**src/rtl/pipe_stall_ctrl_if.sv**
```systemverilog
// Hazard/stall handshake bundle between the pipeline datapath and
// pipe_stall_ctrl.
//   master : datapath side, drives the hazard inputs, receives enables/bubble/flush
//   slave  : controller side
// Parameter REG_W : register-specifier width.
interface pipe_stall_ctrl_if #(
  parameter int REG_W = 4
);
  logic [REG_W-1:0] id_src_reg1;
  logic [REG_W-1:0] id_src_reg2;
  logic [REG_W-1:0] ex_dest_reg;
  logic             id_uses_src2;
  logic             ex_mem_read;
  logic             branch_taken;
  logic             mem_req;
  logic             mem_ready;
  logic             PCWrite;
  logic             IFIDWrite;
  logic             IDEXWrite;
  logic             EXMEMWrite;
  logic             ST;
  logic             FLUSH_IFID;

  modport master (
    output id_src_reg1, id_src_reg2, ex_dest_reg, id_uses_src2, ex_mem_read,
           branch_taken, mem_req, mem_ready,
    input  PCWrite, IFIDWrite, IDEXWrite, EXMEMWrite, ST, FLUSH_IFID
  );

  modport slave (
    input  id_src_reg1, id_src_reg2, ex_dest_reg, id_uses_src2, ex_mem_read,
           branch_taken, mem_req, mem_ready,
    output PCWrite, IFIDWrite, IDEXWrite, EXMEMWrite, ST, FLUSH_IFID
  );
endinterface

```
**src/rtl/pipe_stall_ctrl.sv**
```systemverilog
// Pipeline stall/flush controller: memory-wait stalls, taken-branch flushes
// and load-use bubbles, with a sticky memory-timeout flag.
// Ports:
//   clk, rst_n    : clock, asynchronous active-low reset
//   bus (slave)   : hazard inputs in, write enables / ST / FLUSH_IFID out
//   perf_clr      : synchronous clear of the performance counters
//   mem_timeout   : sticky, set when a memory wait reaches MEM_TIMEOUT cycles
//   stall_cycles  : cycles with PCWrite=0 (saturating)
//   flush_count   : cycles with FLUSH_IFID=1 (saturating)
// Build option: define PIPE_STALL_PERF_EN to include the performance
// counters; otherwise they read as zero and perf_clr is ignored.
module pipe_stall_ctrl #(
  parameter int MEM_TIMEOUT = 255,
  parameter int REG_W       = 4
) (
  input  logic                    clk,
  input  logic                    rst_n,
  pipe_stall_ctrl_if.slave        bus,
  input  logic                    perf_clr,
  output logic                    mem_timeout,
  output logic [15:0]             stall_cycles,
  output logic [15:0]             flush_count
);

  typedef enum logic [1:0] {RUN, MEM_WAIT, FLUSH, LU_STALL} state_t;

  localparam logic [7:0] TO_LIM = MEM_TIMEOUT[7:0];

  state_t           state, state_nxt;
  logic [7:0]       wait_cnt, wait_inc;
  logic [REG_W-1:0] dest;
  logic             mem_stall, lu_hit;
  logic             pc_we, ifid_we, idex_we, exmem_we, st, flush;

  assign dest      = bus.ex_dest_reg;
  assign mem_stall = bus.mem_req & ~bus.mem_ready;
  assign lu_hit    = bus.ex_mem_read &
                     ((dest == bus.id_src_reg1) |
                      (bus.id_uses_src2 & (dest == bus.id_src_reg2)));

  always_ff @(posedge clk or negedge rst_n) begin
    if (!rst_n) state <= RUN;
    else        state <= state_nxt;
  end

  // Priority: memory stall, then branch flush, then load-use bubble.
  // Load-use detection only runs from RUN; the cycle after a bubble or a
  // flush, and the release cycle of a memory wait, never re-detect.
  always_comb begin
    pc_we     = 1'b1;
    ifid_we   = 1'b1;
    idex_we   = 1'b1;
    exmem_we  = 1'b1;
    st        = 1'b0;
    flush     = 1'b0;
    state_nxt = RUN;
    if (mem_stall) begin
      pc_we     = 1'b0;
      ifid_we   = 1'b0;
      idex_we   = 1'b0;
      exmem_we  = 1'b0;
      state_nxt = MEM_WAIT;
    end else if (bus.branch_taken) begin
      st        = 1'b1;
      flush     = 1'b1;
      state_nxt = FLUSH;
    end else if (state == RUN && lu_hit) begin
      pc_we     = 1'b0;
      ifid_we   = 1'b0;
      st        = 1'b1;
      state_nxt = LU_STALL;
    end
  end

  assign bus.PCWrite    = pc_we;
  assign bus.IFIDWrite  = ifid_we;
  assign bus.IDEXWrite  = idex_we;
  assign bus.EXMEMWrite = exmem_we;
  assign bus.ST         = st;
  assign bus.FLUSH_IFID = flush;

  // Wait counter counts every stalled cycle (the entry cycle included), so
  // the flag rises on the same edge the count reaches the limit.
  assign wait_inc = (wait_cnt == 8'hFF) ? wait_cnt : wait_cnt + 8'd1;

  always_ff @(posedge clk or negedge rst_n) begin
    if (!rst_n) begin
      wait_cnt    <= '0;
      mem_timeout <= 1'b0;
    end else if (mem_stall) begin
      wait_cnt <= wait_inc;
      if (wait_inc == TO_LIM) mem_timeout <= 1'b1;
    end else begin
      wait_cnt <= '0;
    end
  end

`ifdef PIPE_STALL_PERF_EN
  always_ff @(posedge clk or negedge rst_n) begin
    if (!rst_n) begin
      stall_cycles <= '0;
      flush_count  <= '0;
    end else if (perf_clr) begin
      stall_cycles <= '0;
      flush_count  <= '0;
    end else begin
      if (!pc_we && stall_cycles != 16'hFFFF) stall_cycles <= stall_cycles + 16'd1;
      if (flush  && flush_count  != 16'hFFFF) flush_count  <= flush_count  + 16'd1;
    end
  end
`else
  logic unused_perf_clr;
  assign unused_perf_clr = perf_clr;
  assign stall_cycles    = '0;
  assign flush_count     = '0;
`endif

endmodule

```
**src/flat_wrapper.sv**
```systemverilog
// flat-port wrapper written by rule: the top's interface ports become plain ports
module pipe_stall_ctrl_flat 
#(
  parameter int MEM_TIMEOUT = 255,
  parameter int REG_W       = 4
)
  (clk, rst_n, perf_clr, mem_timeout, stall_cycles, flush_count, bus_id_src_reg1, bus_id_src_reg2, bus_ex_dest_reg, bus_id_uses_src2, bus_ex_mem_read, bus_branch_taken, bus_mem_req, bus_mem_ready, bus_PCWrite, bus_IFIDWrite, bus_IDEXWrite, bus_EXMEMWrite, bus_ST, bus_FLUSH_IFID);
  pipe_stall_ctrl_if #(.REG_W(REG_W)) bus_i ();
  input  logic clk;
  input  logic rst_n;
  input  logic perf_clr;
  output logic mem_timeout;
  output logic [15:0] stall_cycles;
  output logic [15:0] flush_count;
  input wire logic [$bits(bus_i.id_src_reg1)-1:0] bus_id_src_reg1;
  input wire logic [$bits(bus_i.id_src_reg2)-1:0] bus_id_src_reg2;
  input wire logic [$bits(bus_i.ex_dest_reg)-1:0] bus_ex_dest_reg;
  input wire logic [$bits(bus_i.id_uses_src2)-1:0] bus_id_uses_src2;
  input wire logic [$bits(bus_i.ex_mem_read)-1:0] bus_ex_mem_read;
  input wire logic [$bits(bus_i.branch_taken)-1:0] bus_branch_taken;
  input wire logic [$bits(bus_i.mem_req)-1:0] bus_mem_req;
  input wire logic [$bits(bus_i.mem_ready)-1:0] bus_mem_ready;
  output wire logic [$bits(bus_i.PCWrite)-1:0] bus_PCWrite;
  output wire logic [$bits(bus_i.IFIDWrite)-1:0] bus_IFIDWrite;
  output wire logic [$bits(bus_i.IDEXWrite)-1:0] bus_IDEXWrite;
  output wire logic [$bits(bus_i.EXMEMWrite)-1:0] bus_EXMEMWrite;
  output wire logic [$bits(bus_i.ST)-1:0] bus_ST;
  output wire logic [$bits(bus_i.FLUSH_IFID)-1:0] bus_FLUSH_IFID;
  assign bus_i.id_src_reg1 = bus_id_src_reg1;
  assign bus_i.id_src_reg2 = bus_id_src_reg2;
  assign bus_i.ex_dest_reg = bus_ex_dest_reg;
  assign bus_i.id_uses_src2 = bus_id_uses_src2;
  assign bus_i.ex_mem_read = bus_ex_mem_read;
  assign bus_i.branch_taken = bus_branch_taken;
  assign bus_i.mem_req = bus_mem_req;
  assign bus_i.mem_ready = bus_mem_ready;
  assign bus_PCWrite = bus_i.PCWrite;
  assign bus_IFIDWrite = bus_i.IFIDWrite;
  assign bus_IDEXWrite = bus_i.IDEXWrite;
  assign bus_EXMEMWrite = bus_i.EXMEMWrite;
  assign bus_ST = bus_i.ST;
  assign bus_FLUSH_IFID = bus_i.FLUSH_IFID;
  pipe_stall_ctrl #(.MEM_TIMEOUT(MEM_TIMEOUT), .REG_W(REG_W)) u_core (.clk(clk), .rst_n(rst_n), .bus(bus_i), .perf_clr(perf_clr), .mem_timeout(mem_timeout), .stall_cycles(stall_cycles), .flush_count(flush_count));
endmodule
```
**config.mk**
```make
export PLATFORM = sky130hd
export DESIGN_NAME = pipe_stall_ctrl_flat
export DESIGN_NICKNAME = d
export VERILOG_FILES = /design/src/rtl/pipe_stall_ctrl_if.sv /design/src/rtl/pipe_stall_ctrl.sv /design/src/flat_wrapper.sv
export SDC_FILE = /design/constraint.sdc
export NUM_CORES = 1
export LEC_CHECK = 0
export CORE_UTILIZATION = 40
export CTS_CLUSTER_DIAMETER = 80
export DETAILED_ROUTE_END_ITERATION = 6
export GPL_TIMING_DRIVEN = 0
export HOLD_SLACK_MARGIN = 0.12
export PLACE_DENSITY_LB_ADDON = 0.12
export RECOVER_POWER = 50
export SETUP_SLACK_MARGIN = 0.02
export SLEW_MARGIN = 25
export SYNTH_ARGS = -nofsm -noshare
export SYNTH_HDL_FRONTEND = slang
export SYNTH_SLANG_ARGS = --single-unit
export TNS_END_PERCENT = 10
```
**constraint.sdc**
```tcl
create_clock -name clk -period 3.3 [get_ports clk]
set_input_delay 0.66 -clock clk [delete_from_list [all_inputs] [get_ports clk]]
set_output_delay 0.66 -clock clk [all_outputs]
set_load 0.01 [all_outputs]
```
==> results of run 1 <==
## power groups by stage
stage / clock network [W] / logic (W) / registers (W)
after global routing: 0.000104 / 0.000113 / 0.000140
after detailed placement: 0 / 0.000103 / 0.000142
after global placement: 0 / 0.000102 / 0.000142
final: 0.0000927 / 0.000104 / 0.000140
after floorplan: 0 / 0.0000647 / 0.000142
after CTS: 0.0000979 / 0.000103 / 0.000140
## per-stage QoR
step	cells	power (W)	util, %
global route	199	0.0003567	62.10
detailed placement	195	0.0002452	60.93
CTS	199	0.0003409	62.10
floorplan	142	0.0002067	-
finish	199	0.0003364	62.10
global placement	195	0.0002440	60.93
## routing by layer
| layer | vias up | GRT usage, % | share of wire, % |
|---|---|---|---|
| met5 | - | 0 | 0 |
| met4 | 0 | 6.757 | 0.41 |
| met3 | 2 | 3.274 | 10 |
| met2 | 40 | 27.41 | 49 |
| met1 | 349 | 15.75 | 40 |
| li1 | 430 | - | - |
## what timing repair did
item,4_1_cts,5_1_grt
endpoints found under the setup margin,0,1
setup buffers,0,0
gates resized for setup,0,1
## placed cells by master (no fill, tap or decap), types with 2 or more instances in the layout
| cell | netlist | final |
|---|---|---|
| buf_4 | 34 | 34 |
| conb_1 | 1 | 32 |
| clkdlybuf4s50_1 | 0 | 24 |
| dfrtp_1 | 11 | 11 |
| xor2_1 | 9 | 9 |
| nand2_1 | 7 | 7 |
| nor2_1 | 6 | 6 |
| a21oi_1 | 5 | 5 |
| nand3_1 | 3 | 3 |
| inv_1 | 3 | 3 |
| clkbuf_4 | 0 | 3 |
| and3_1 | 2 | 2 |
| and2_1 | 2 | 2 |
| clkbuf_1 | 1 | 2 |
| a31oi_1 | 2 | 2 |
| or2_2 | 2 | 2 |
| mux2i_1 | 2 | 2 |
| nand4b_1 | 2 | 2 |
## kinds of logic (layout without fill, tap and decap cells)
family / Yosys count / in the layout / share of synthesized area (%)
AO/OA/AOI/OAI: 15 / 15 / 11.20
XOR/XNOR: 10 / 10 / 9.010
adder cells (fa/ha/maj): 1 / 1 / 1.287
buffers and inverters: 38 / 67 / 27.80
flip-flops: 11 / 11 / 28.31
multiplexers: 3 / 3 / 3.218
other: 1 / 32 / 0.3857
AND/OR/NAND/NOR: 32 / 32 / 18.79
## cell type report
class | count | area [um^2]
Sequential cell | 11 | 275.3
Tap cell | 28 | 35.03
Multi-Input combinational cell | 93 | 543.0
Buffer | 35 | 259.0
Fill cell | 207 | 854.6
Inverter | 3 | 11.26
Timing Repair Buffer | 25 | 250.2
Clock buffer | 4 | 26.28
## path summary, 6_finish.rpt
check / end / slack (ns)
hold reg to reg: u_core.mem_timeout / 0.47
setup reg to reg: u_core.mem_timeout / 1.38
hold / removal: u_core.mem_timeout / 0.47
setup / recovery: bus_PCWrite / 0.11
max in group asynchronous: u_core.state[1] / 2.18
min in group asynchronous: u_core.wait_cnt[0] / 0.79
## flip-flops by register name (all words and copies together) (netlist names)
register / count
u_core.mem_timeout: 1
u_core.state: 2
u_core.wait_cnt: 8
## critical path: stages
cell             delay [ns]
clkdlybuf4s50_1        0.46
xor2_1                 0.16
nor4_1                 0.29
a22oi_1                0.17
o21a_1                 0.21
buf_4                  0.12
clkdlybuf4s50_1        0.46
==> impl_metrics.tcl, run 1 <==
set metrics [dict create \
    yosysTopAreaCellShare_pct 28.31 \
    ys_seq_area_share_pct 28.31 \
    vdd_drop_max_mv 0.1966 \
    switching_share_pct 27.03 \
    drv_cap 0 \
    power.clock.fraction_pct 27.6 \
    timing.final.crit_share_pct 96.66 \
    rsz0062_at_grt "false" \
    fin_crit_ns 3.190 \
    grt_max_degree 12 \
    routed_wl_mm 1.930 \
    drtAntennaViolNets 0 \
    cts_max_level 1 \
    worst_slew_pin_slew_ns 0.4963 \
    cts-buffers-inserted 3 \
    fp.dieH_um 51.30 \
    setup_ws_ns 0.1104 \
    cts_sinks 11 \
    synthDistinctLibCells 35 \
    startpoint_type "input pin" \
    r2r-start "u_core.wait_cnt[0]" \
    fin_setup_tns_ns 0 \
    worstSkewPairLatency_ns 0.27 \
    path_clk_slew_ns 0.07 \
    pre_cts_ws_ns 0.04764 \
    design.core.area_um2 2255 \
    grt-ovfl-total 0 \
    cts_root_buffer "clkbuf_4" \
    synth_most_common_cell "buf_4" \
    ys_async_sr_fraction_pct 100.0 \
    place.gp.congestion 0.8088 \
    critPathLaunch "bus_ex_dest_reg[3]" \
    firstDrtPassIters 4 \
    p_switching_w 0.00009093 \
    die_w_um 51.30 \
    clock_path_buffers 2 \
    synth_commonest_cells "buf_4 (34), dfrtp_1 (11), xor2_1 (9)" \
    critical_path.max_fanout 3 \
    synthCells 111 \
    synth_area_per_cell_um2 8.758 \
    vias 821 \
    row_count 17 \
    vias_per_cell 4.126 \
    nNetsFinal 193 \
    netlist_area_um2 972.2 \
    relSlewSlack_pct 66.81 \
    final-setup-viol-count 0 \
    io_pins 59 \
    hold_path_startpoint "u_core.mem_timeout" \
    drtIter0Drc 10 \
    pwr-share-comb_pct 30.9 \
    placed_cell_area_um2 1374 \
    first_global_vias 729 \
    p_int_w 0.0002454 \
    hold_viol 0 \
    max_freq_ghz 0.3135 \
    avgRoutedWirePerCell_um 9.698 \
    stdcell_area_um2 1400 \
    maxSlewViolCount 0 \
    whs_ns 0.4703 \
    port_buffers 25 \
    area_growth_pct 44.02 \
    synth-seq-cells 11 \
    hpwl_mm 1.507 \
    cts_tree "yes" \
    status "complete, no violations" \
    synth_edf_count 0 \
    post-route-drc-count 0 \
    fin_skew_ns 0.002942 \
    die-area_um2 2632 \
    leakage_nw 0.7096 \
    powerDensity_nw_per_um2 240.3 \
    antenna_found_initial 0 \
    grt_use_total_pct 14.79 \
    ys.flop_type "dfrtp_1" \
    hold_depth 2 \
    worstPathArrival_ns 2.53 \
    crit_type "in -> out" \
    cp.required_ns 2.64 \
    hold_class "reg -> reg" \
    end_kind "output pin" \
    drive_gt1_share_pct 26.90 \
    start_util_pct 43.12 \
    synth_area_leader_cell "dfrtp_1" \
    grt_first_pass_wirelength_mm 2.925 \
    cts_hold_buf 0 \
    ff2ff_path_depth 5 \
    antenna_cells 0 \
    synth_warnings 0 \
    p_seq_share_pct 41.5 \
    synth_area_leaders "dfrtp_1 (28%), buf_4 (26%), xor2_1 (8.1%)" \
]
(Power assumes the default switching activity.)
==> inputs of run 2 (changes only) <==
CORE_UTILIZATION = 55   (was 40)
DONT_BUFFER_PORTS = 1   (was default)
PLACE_DENSITY = 0.7   (was default)
PLACE_DENSITY_LB_ADDON = default   (was 0.12)
SLEW_MARGIN = 20   (was 25)
==> run 2 against run 1 <==
Net effect: the run now ends with design-rule violations left; power down 9.3%; final cell count down 18%; clock power decreased by 0.5%; die area decreased by 26%; combinational power down 30%; first-iteration DRC count rose to 2.6 times the previous value; sequential share of layout area is 4.4 points higher; clock skew increased by 0.0044 ns.
==> impl_metrics.tcl, run 2 (synthesis gave the netlist of run 1 again) <==
set metrics [dict create \
    crit_slowest_cell "clkbuf_1" \
    final-setup-viol-count 0 \
    io_pins 59 \
    startpoint_type "input pin" \
    pre_cts_ws_ns 0.9259 \
    cts-buffers-inserted 3 \
    powerDensity_nw_per_um2 266.5 \
    worst_slew_pin_slew_ns 0.5907 \
    cts_sinks 11 \
    regMostFlops "u_core.wait_cnt" \
    fillers 134 \
    start_util_pct 61.67 \
    maxSlewViolCount 0 \
    largestRegisters "u_core.wait_cnt: 8 flops, u_core.state: 2 flops, u_core.mem_timeout: 1 flops" \
    crit_buf_inv 2 \
    layout_commonest_cell "buf_4" \
    path_clk_slew_ns 0.06 \
    timing.final.crit_share_pct 71.82 \
    relSlewSlack_pct 60.62 \
    critical_path.max_fanout 11 \
    post-route-drc-count 1 \
    die-area_um2 1940 \
    firstDrtPassIters 6 \
    cts_max_level 1 \
    area_growth_pct 17.76 \
    p_switching_w 0.00008404 \
    grt-ovfl-total 0 \
    row_count 14 \
    port_buffers 0 \
    cp.required_ns 2.64 \
    grt_first_pass_wirelength_mm 2.884 \
    final_cell_mix "buf_4 (34), conb_1 (32), dfrtp_1 (11), xor2_1 (9), nand2_1 (7)" \
    avgRoutedWirePerCell_um 10.69 \
    die_w_um 44.04 \
    fin_skew_ns 0.007303 \
    dp_cells 158 \
    vias_per_cell 4.681 \
    cts_tree "yes" \
    setup_ws_ns 0.9300 \
    cp_num_cells 4 \
    routed_wl_mm 1.742 \
    fin_setup_tns_ns 0 \
    pwr-share-comb_pct 23.9 \
    leakage_nw 0.6139 \
    drive_gt1_share_pct 31.29 \
    max_freq_ghz 0.4219 \
    end_kind "output pin" \
    largest_reg_flops 8 \
    antenna_found_initial 0 \
    first_global_vias 696 \
    cp_top_family "buffers and inverters" \
    drtAntennaViolNets 0 \
    max_stage_delay_ns 0.47 \
    switching_share_pct 27.54 \
    instances_no_fill 163 \
    drtIter0Drc 26 \
    hold_viol 0 \
    status "finished, violations left" \
    hpwl_mm 1.392 \
    violations "design-rule violations" \
    power.clock.fraction_pct 30.2 \
    hold_class "in -> reg" \
    grt_use_total_pct 20.24 \
    design.core.area_um2 1577 \
    vias 763 \
    worstSkewPairLatency_ns 0.27 \
    ff2ff_path_depth 5 \
    nNetsFinal 169 \
    antenna_cells 0 \
    crit_type "in -> out" \
    worstPathArrival_ns 1.71 \
    grt_max_degree 12 \
    drv_cap 0 \
    clock_path_buffers 2 \
    path_cells "or2b_2 > clkbuf_1 > o21a_1 > buf_4" \
    rsz0062_at_grt "false" \
    fin_crit_ns 2.370 \
    cts_root_buffer "clkbuf_4" \
    whs_ns 0.4954 \
    hold_depth 1 \
    fp.dieH_um 44.04 \
    vdd_drop_max_mv 0.1828 \
    fin_util_pct 72.62 \
    p_seq_share_pct 45.9 \
    ctsResizeCount 0 \
    p_int_w 0.0002211 \
    place.gp.congestion 0.7659 \
]
-- run 2: worst reg2reg max path, cell delays in order (launching register included) --
cell     delay, ns
dfrtp_1       0.45
ha_1          0.28
nand3_1       0.19
nor3_2        0.36
mux2_2        0.39
o41ai_2       0.21
-- run 2: cell type report --
| type | instances | area (um^2) | area share (%) |
|---|---|---|---|
| clock buffer | 4 | 26.28 | 2.295 |
| multi-input combinational | 93 | 543.0 | 47.43 |
| sequential | 11 | 275.3 | 24.04 |
| tap | 16 | 20.02 | 1.749 |
| buffer | 35 | 259.0 | 22.62 |
| timing repair buffer | 1 | 10.01 | 0.8743 |
| inverter | 3 | 11.26 | 0.9836 |
-- run 2: power groups by stage --
stage	clock network (W)	registers [W]	logic, W
after floorplan	0	0.000142	0.0000647
after global placement	0	0.000142	0.0000671
after detailed placement	0	0.000143	0.0000677
after CTS	0.0000974	0.000140	0.0000714
after global routing	0.000103	0.000140	0.0000802
final	0.0000922	0.000140	0.0000730
-- run 2: what timing repair did --
item	CTS	global route
endpoints found under the hold margin	11	0
hold buffers	1	0
setup buffers	0	0
-- run 2: final timing paths --
check	start	slack (ns)	end
min	bus_branch_taken	0.50	u_core.state[0]
max	bus_mem_req	0.93	bus_PCWrite
max reg2reg	u_core.wait_cnt[0]	1.32	u_core.mem_timeout
max in group asynchronous	rst_n	2.17	u_core.wait_cnt[0]
min in group asynchronous	rst_n	0.79	u_core.wait_cnt[2]
min reg2reg	u_core.mem_timeout	0.55	u_core.mem_timeout
-- run 2: layer usage --
layer / GRT usage, % / up-vias / part of all wire [%]
met3: 6.531 / 2 / 12
met4: 9.697 / 0 / 1.1
li1: - / 382 / -
met1: 22.57 / 321 / 35
met2: 34.71 / 58 / 52
met5: 0 / - / 0
-- run 2: through the flow --
step / area (um^2) / power (W)
floorplan: 1089 / 0.0002067
global placement: 1109 / 0.0002095
global route: 1145 / 0.0003234
CTS: 1145 / 0.0003087
detailed placement: 1109 / 0.0002103
finish: 1145 / 0.0003051
